[config.mk]
export PLATFORM = sky130hd
export DESIGN_NAME = truth_table_sequencer
export DESIGN_NICKNAME = d
export VERILOG_FILES = /design/src/rtl/tt_seq_pkg.sv /design/src/rtl/truth_table_sequencer.sv
export SDC_FILE = /design/constraint.sdc
export NUM_CORES = 1
export LEC_CHECK = 0
export ABC_CLOCK_PERIOD_IN_PS = 2500
export CORE_MARGIN = 2
export CORE_UTILIZATION = 45
export DETAILED_ROUTE_END_ITERATION = 10
export PLACE_DENSITY = 0.71
export SYNTH_ARGS = -nofsm -noshare
export SYNTH_HDL_FRONTEND = slang
export SYNTH_SLANG_ARGS = --single-unit
[constraint.sdc]
create_clock -name clk -period 2.5 [get_ports clk]
set_clock_uncertainty 0.05 [all_clocks]
set_input_delay 0.25 -clock clk [delete_from_list [all_inputs] [get_ports clk]]
set_output_delay 0.25 -clock clk [all_outputs]
set_load 0.01 [all_outputs]
[src/rtl/tt_seq_pkg.sv]
// rtl/tt_seq_pkg.sv - shared types and constants for truth_table_sequencer
package tt_seq_pkg;

    typedef enum logic [1:0] {
        ST_IDLE   = 2'd0,
        ST_SETTLE = 2'd1,
        ST_SAMPLE = 2'd2,
        ST_DONE   = 2'd3
    } tt_state_e;

    localparam int SETTLE_CNT_W = 4;

endpackage

[src/rtl/truth_table_sequencer.sv]
// rtl/truth_table_sequencer.sv - exhaustive stimulus walker and truth-table checker
module truth_table_sequencer
    import tt_seq_pkg::*;
#(
    parameter int N_IN   = 3,
    parameter int SETTLE = 2
) (
    input  logic                  clk,
    input  logic                  rst_n,
    input  logic                  start,
    input  logic                  abort,
    input  logic [(2**N_IN)-1:0]  expected,
    output logic [N_IN-1:0]       dut_in,
    input  logic                  dut_out,
    output logic                  busy,
    output logic                  done,
    output logic [(2**N_IN)-1:0]  table_out,
    output logic                  pass,
    output logic [N_IN:0]         mismatch_cnt,
    output logic [N_IN-1:0]       first_fail,
    output logic                  fail_valid
);

    localparam int N_VEC = 2**N_IN;
    localparam logic [SETTLE_CNT_W-1:0] SETTLE_LAST = SETTLE_CNT_W'(SETTLE - 1);
    localparam logic [N_IN-1:0]         IDX_LAST    = N_IN'(N_VEC - 1);

    tt_state_e               state, state_next;
    logic [N_IN-1:0]         idx;
    logic [SETTLE_CNT_W-1:0] settle_cnt;
    logic [N_VEC-1:0]        exp_q;
    logic                    sample_miss;
    logic                    last_vec;

    assign sample_miss = (dut_out != exp_q[idx]);
    assign last_vec    = (idx == IDX_LAST);

    // The applied vector is the index itself, so it stays on the last vector after DONE.
    assign dut_in = idx;
    assign busy   = (state == ST_SETTLE) || (state == ST_SAMPLE);
    assign done   = (state == ST_DONE);

    always_comb begin
        state_next = state;
        case (state)
            ST_IDLE:   if (start) state_next = ST_SETTLE;
            ST_SETTLE: begin
                if (abort)                           state_next = ST_IDLE;
                else if (settle_cnt == SETTLE_LAST)  state_next = ST_SAMPLE;
            end
            ST_SAMPLE: begin
                if (abort)         state_next = ST_IDLE;
                else if (last_vec) state_next = ST_DONE;
                else               state_next = ST_SETTLE;
            end
            ST_DONE:   state_next = ST_IDLE;
            default:   state_next = ST_IDLE;
        endcase
    end

    always_ff @(posedge clk or negedge rst_n) begin
        if (!rst_n) begin
            state        <= ST_IDLE;
            idx          <= '0;
            settle_cnt   <= '0;
            exp_q        <= '0;
            table_out    <= '0;
            pass         <= 1'b0;
            mismatch_cnt <= '0;
            first_fail   <= '0;
            fail_valid   <= 1'b0;
        end else begin
            state <= state_next;
            case (state)
                ST_IDLE: begin
                    if (start) begin
                        exp_q        <= expected;
                        table_out    <= '0;
                        pass         <= 1'b0;
                        mismatch_cnt <= '0;
                        first_fail   <= '0;
                        fail_valid   <= 1'b0;
                        idx          <= '0;
                        settle_cnt   <= '0;
                    end
                end
                ST_SETTLE: begin
                    if (abort) begin
                        idx  <= '0;
                        pass <= 1'b0;
                    end else begin
                        settle_cnt <= settle_cnt + SETTLE_CNT_W'(1);
                    end
                end
                ST_SAMPLE: begin
                    if (abort) begin
                        idx  <= '0;
                        pass <= 1'b0;
                    end else begin
                        table_out[idx] <= dut_out;
                        if (sample_miss) begin
                            mismatch_cnt <= mismatch_cnt + (N_IN+1)'(1);
                            if (!fail_valid) begin
                                first_fail <= idx;
                                fail_valid <= 1'b1;
                            end
                        end
                        // Table matches iff no earlier miss and this final sample agrees.
                        if (last_vec) begin
                            pass <= !fail_valid && !sample_miss;
                        end else begin
                            idx        <= idx + N_IN'(1);
                            settle_cnt <= '0;
                        end
                    end
                end
                default: ;
            endcase
        end
    end

endmodule
==> results of run 1 <==
per-stage QoR:
stage	setup WS, ns	instances	area, um^2	total power, uW	hold slack, ns
floorplan	0.385	186	1840	1340	-0.0956
global placement	0.227	270	2260	1570	0.444
detailed placement	0.0966	270	2260	1590	0.442
CTS	0.104	278	2350	2010	0.333
global route	0.156	278	2360	2150	0.350
finish	0.348	278	2360	2000	0.317
cells in the final DEF (no fill, tap or decap), types with 2 or more instances in the layout:
master and instances:
o22ai_1 2, nand2b_1 9, o31ai_1 2, nor2_1 14, or4_1 2, o311ai_0 3, nor2b_1 3, inv_1 9
o211ai_1 8, ha_1 9, o21ai_0 16, nand3b_1 2, clkdlybuf4s50_1 34, nand3_1 6, nor3_1 2, mux2i_1 4
a21oi_1 7, dfrtp_1 34, clkbuf_8 6, nand2_1 19, buf_4 9, a22o_1 4, mux2_2 9
repair_timing:
| item | 4_1_cts | 5_1_grt |
|---|---|---|
| gates resized for setup | 0 | 1 |
| setup buffers | 0 | 0 |
| setup endpoints to repair | 0 | 3 |
cells in the mapped netlist (all sizes together):
cell,count
o211ai,8
xor2,1
nand4b,1
mux4,1
nor3,2
nand4,1
clkbuf,7
a22o,4
or2,1
o31ai,2
a21oi,7
o311ai,4
buf,2
mux2,9
nand2,19
nand3b,2
inv,9
o21ai,17
nor4b,1
nor2b,3
ha,9
o22ai,2
o41ai,1
nor3b,1
dfrtp,34
nor2,14
or4,2
a31oi,1
nand2b,9
mux2i,4
nand3,6
a21o,1
o31a,1
power groups by stage:
stage	sequential, uW	clock (uW)	combinational, uW
final	784	420	792
after global routing	802	458	886
after CTS	783	435	795
after detailed placement	794	0	793
after global placement	793	0	779
after floorplan	771	0	567
cell type report:
class	instances	area share
multi-input cells	134	0.388
flip-flops and latches	34	0.360
repair buffers	43	0.173
clock buffers	7	0.0365
well taps	50	0.0265
inverters	9	0.0143
clock inverters	1	0.00212
cells by family after synthesis:
kind of cell             Yosys count  synth area share
AND/OR/NAND/NOR                   62             0.167
AO/OA/AOI/OAI                     48             0.172
flip-flops                        34             0.463
buffers and inverters             18            0.0429
multiplexers                      14            0.0892
adder cells (fa/ha/maj)            9            0.0613
XOR/XNOR                           1           0.00477
sequential cells by signal, summed over array words and instances, names as in the netlist:
signal and cells:
exp_q 8, table_out 8, mismatch_cnt 4, settle_cnt 4, dut_in 3, first_fail 3, state 2, fail_valid 1
pass 1
final timing paths:
kind                              start               to  cells after the start
setup reg to reg              dut_in[0]    first_fail[1]                      5
setup / recovery              dut_in[0]    first_fail[1]                      5
max in group asynchronous         rst_n     table_out[5]                      2
hold reg to reg            table_out[7]     table_out[7]                      2
hold / removal                    rst_n  mismatch_cnt[0]                      2
min in group clk           table_out[7]     table_out[7]                      2
worst reg2reg max path, delay by kind of cell, from the launching register on:
| kind | cells | cell delay, ns |
|---|---|---|
| AOI/OAI and AO/OA | 1 | 0.35 |
| muxes | 2 | 0.64 |
| xor gates and xnor gates | 1 | 0.23 |
| and+or+nand+nor | 1 | 0.22 |
| DFF | 1 | 0.55 |
routing by layer:
| metal | GRT usage | up-vias |
|---|---|---|
| met3 | 0.0576 | 7 |
| met5 | 0 | - |
| met4 | 0.0900 | 0 |
| met1 | 0.237 | 699 |
| li1 | - | 748 |
| met2 | 0.289 | 38 |
==> flow_summary_export.csv, run 1 <==
group,metric,value,unit
power,internal_power,1270,uW
grt,grt-ovfl-total,0,
drt,wl_per_cell,13.1,um
grt,antenna_found_initial,0,
logic_synthesis,synth_top_area_share,0.463,
clock_network,numCtsBuffers,5,
floorplanning,num_rows,23,
placement,gp_congestion,0.815,
logic_synthesis,yosysTopAreaCell,"dfrtp_1",
cells_and_area,antenna-diode-count,0,
power,switching_share,0.363,
grt,grt_max_degree,35,
timing,period_needed,2.15,ns
floorplanning,die-area,0.00461,mm^2
critical_path,worstPathRequired,2.62,ns
cells_and_area,fill_cells,372,
clock_network,cts_tree,"yes",
drt,dr.pass1.iters,4,
run,maxCapViolCount,0,
placement,hpwl,2650,um
floorplanning,start_util,0.463,
floorplanning,io_pins,35,
timing,finalSetupViolCount,0,
drt,wl_met3,169,um
power,power_frac_seq,0.393,
logic_synthesis,synth.distinct_cells,35,
cells_and_area,regArea,851,um^2
timing,drv_slew,0,
logic_synthesis,ys_seq_elements,34,
clock_network,clock_latency,0.29,ns
placement,port_buffers,34,
drt,first_iter_violations,114,
floorplanning,die_y,67.9,um
clock_network,cts_root_buffer,"clkbuf_8",
critical_path,end_kind,"flop",
critical_path,crit_slowest_cell,"dfrtp_1",
critical_path,critPathKind,"flop to flop",
timing,rsz0062_at_grt,"false",
timing,tightest_slew,0.581,ns
critical_path,cp_top_family,"multiplexers",
timing,period_share,0.861,
logic_synthesis,syn_inst,186,
cells_and_area,layout.nets,249,
timing,fmax,465,MHz
logic_synthesis,ys_top_cells_by_area,"dfrtp_1, ha_1, mux2_2",
outcome,status,"completed",
grt,grt_pass1_vias,1337,
cells_and_area,drive_gt1_frac,0.127,
cells_and_area,syn_to_final_growth,28.5,%
logic_synthesis,synth_nets,208,
drt,routed-wl-met2,1670,um
critical_path,slowest_delay,0.55,ns
drt,top_layer_used,"met4",
power,power_density,845,mW/mm^2
logic_synthesis,seq_area_frac_synth,0.463,
clock_network,clk_pin_slew_worst_paths,0.07,ns
critical_path,critical_path_buf_inv_count,0,
power,p_leak,0.00100,uW
logic_synthesis,avgSynthCellArea,9.88,um^2
critical_path,path_cells,"mux2i_1, mux4_2, xor2_2, nand2b_1, o311ai_0",
drt,wl,3650,um
critical_path,reg2reg_slack,0.35,ns
timing,setup_tns,0,ns
critical_path,path_max_fanout,12,
timing,slew_headroom,0.610,
power,p_switching,725,uW
timing,hold_violations,0,
power,combPwrFrac,0.397,
grt,grtUsageTotal,0.186,
clock_network,clock_path_buffers,2,
drt,drc_errors,0,
cells_and_area,multi_input_area,916,um^2
power,ir_drop,0.000556,V
hold_path,hold_class,"primary input to asynchronous set/reset pin",
critical_path,arrival,2.27,ns
drt,num_vias,1492,
power,pwr-share-clk,0.211,
drt,wl_met1,1730,um
clock_network,cts-hold-fix-buffers,0,
logic_synthesis,synth_area,0.00184,mm^2
critical_path,startpoint_type,"flop",
floorplanning,core,0.00397,mm^2
logic_synthesis,yosysWarnings,0,
drt,routed_via_density,5.37,
cells_and_area,postLayoutCoreUtil,0.595,
floorplanning,die_w,67.9,um
clock_network,clock-sinks,34,
clock_network,h-tree-depth,2,
grt,grt_pass1_wl,6250,um
drt,ant_nets,0,
No activity file was read; power rests on OpenSTA's default activity.
==> inputs of run 2 (changes only) <==
--- a/config.mk
+++ b/config.mk
@@ -10,6 +10,7 @@
 export CORE_UTILIZATION = 45
 export DETAILED_ROUTE_END_ITERATION = 10
 export PLACE_DENSITY = 0.71
+export SETUP_SLACK_MARGIN = 0.1
 export SYNTH_ARGS = -nofsm -noshare
 export SYNTH_HDL_FRONTEND = slang
 export SYNTH_SLANG_ARGS = --single-unit
==> results of run 2 <==
Final layout, timing and power as in run 1 (identical DEF).
==> inputs of run 3 (changes only) <==
--- a/config.mk
+++ b/config.mk
@@ -9,6 +9,7 @@
 export CORE_MARGIN = 2
 export CORE_UTILIZATION = 45
 export DETAILED_ROUTE_END_ITERATION = 10
+export MAX_ROUTING_LAYER = met4
 export PLACE_DENSITY = 0.71
 export SETUP_SLACK_MARGIN = 0.1
 export SYNTH_ARGS = -nofsm -noshare
==> run 3 against run 2 <==
Largest cell class unchanged. Largest power group unchanged. Final cell count stayed put. Flip-flop and latch count unchanged. Final area unchanged. Critical path depth unchanged. Setup slack better by 0.0014 ns. Critical endpoint unchanged. Global-route usage is 0.54 points higher. Fmax hardly changed. Register-to-register slack is essentially flat.
==> flow_summary_export.csv, run 3 (synthesis gave the netlist of run 1 again) <==
group,metric,value,unit
floorplanning,die_w,67.9,um
floorplanning,die-area,0.00461,mm^2
timing,tightest_slew,0.581,ns
cells_and_area,regArea,851,um^2
cells_and_area,drive_gt1_frac,0.127,
grt,busiest_layer,"met2",
grt,grtUsageMet2,0.289,
timing,period_needed,2.15,ns
clock_network,cts-hold-fix-buffers,0,
clock_network,clock_latency,0.29,ns
power,power_density,845,mW/mm^2
critical_path,startpoint_type,"flop",
critical_path,arrival,2.27,ns
cells_and_area,syn_to_final_growth,28.5,%
hold_path,hold_class,"primary input to asynchronous set/reset pin",
grt,grt_max_degree,35,
drt,first_iter_violations,118,
drt,dr.pass1.iters,4,
grt,antenna_found_initial,0,
power,combPwrFrac,0.397,
clock_network,clock_path_buffers,2,
timing,setup_tns,0,ns
cells_and_area,final_cell_area,0.00236,mm^2
drt,num_vias,1492,
power,switching_share,0.364,
floorplanning,io_pins,35,
clock_network,clk_pin_slew_worst_paths,0.07,ns
critical_path,critPathKind,"flop to flop",
floorplanning,num_rows,23,
drt,drc_errors,0,
grt,grt_pass1_vias,1337,
clock_network,postCtsSetupBuffers,0,
timing,finalSetupViolCount,0,
critical_path,end_kind,"flop",
grt,grtUsageTotal,0.192,
clock_network,cts_root_buffer,"clkbuf_8",
power,pwr-share-clk,0.211,
grt,grt_pass1_wl,6250,um
clock_network,clock-sinks,34,
outcome,status,"completed",
cells_and_area,largestRegisters,"exp_q: 8 flops, table_out: 8 flops",
clock_network,ctsResizeCount,0,
power,power_frac_seq,0.393,
power,p_leak,0.00100,uW
grt,met3_usage,0.0543,
grt,gr-usage-met1,0.239,
placement,port_buffers,34,
floorplanning,core,0.00397,mm^2
run,maxCapViolCount,0,
drt,routed_via_density,5.37,
power,p_switching,726,uW
drt,wl_per_cell,13.1,um
power,internal_power,1270,uW
timing,rsz0062_at_grt,"false",
cells_and_area,fill_cells,372,
clock_network,numCtsBuffers,5,
cells_and_area,antenna-diode-count,0,
cells_and_area,multi_input_area,916,um^2
drt,wl,3650,um
timing,drv_slew,0,
placement,gp_congestion,0.827,
placement,hpwl,2650,um
floorplanning,start_util,0.463,
critical_path,path_max_fanout,12,
floorplanning,die_y,67.9,um
cells_and_area,layout.nets,249,
timing,slew_headroom,0.610,
critical_path,worstPathRequired,2.62,ns
timing,period_share,0.860,
clock_network,h-tree-depth,2,
clock_network,cts_tree,"yes",
placement,place_area,0.00226,mm^2
cells_and_area,final_cell_mix,"dfrtp_1, clkdlybuf4s50_1, nand2_1",
cells_and_area,postLayoutCoreUtil,0.595,
timing,fmax,465,MHz
power,ir_drop,0.000556,V
grt,grt-ovfl-total,0,
drt,ant_nets,0,
timing,hold_violations,0,
[run 3: per-layer routing]
layer,vias up,share of wire
met1,699,0.48
met4,0,0.022
met2,38,0.46
li1,748,-
met3,7,0.043
met5,-,0
[run 3: power by group through the flow]
stage,sequential (uW),combinational [uW],clock (uW)
after floorplan,771,567,0
after global placement,793,779,0
after detailed placement,794,793,0
after CTS,783,795,435
after global routing,802,886,458
final,784,792,420
[run 3: path summary, 6_finish.rpt]
path | slack, ns | cells past startpoint | endpoint | start
min in group clk | 0.45 | 2 | table_out[7] | table_out[7]
hold / removal | 0.32 | 2 | mismatch_cnt[0] | rst_n
max in group asynchronous | 1.77 | 2 | table_out[5] | rst_n
setup reg to reg | 0.35 | 5 | first_fail[1] | dut_in[0]
hold reg to reg | 0.45 | 2 | table_out[7] | table_out[7]
setup / recovery | 0.35 | 5 | first_fail[1] | dut_in[0]
[run 3: critical path: stages (launching register included)]
cell      delay, ns
dfrtp_1        0.55
mux2i_1        0.14
mux4_2         0.50
xor2_2         0.23
nand2b_1       0.22
o311ai_0       0.35
[run 3: area by class of cell]
type | count | area share
clock inverters | 1 | 0.00212
well taps | 50 | 0.0265
flip-flops and latches | 34 | 0.360
inverters | 9 | 0.0143
repair buffers | 43 | 0.173
multi-input cells | 134 | 0.388
clock buffers | 7 | 0.0365
[run 3: metrics by stage]
step / total power (uW) / hold slack (ns) / setup slack (ns) / std cells
2_1_floorplan: 1340 / -0.0956 / 0.385 / 186
3_3_place_gp: 1570 / 0.444 / 0.227 / 270
3_5_place_dp: 1590 / 0.442 / 0.0966 / 270
4_1_cts: 2010 / 0.333 / 0.104 / 278
5_1_grt: 2150 / 0.350 / 0.156 / 278
6_report: 2000 / 0.317 / 0.349 / 278
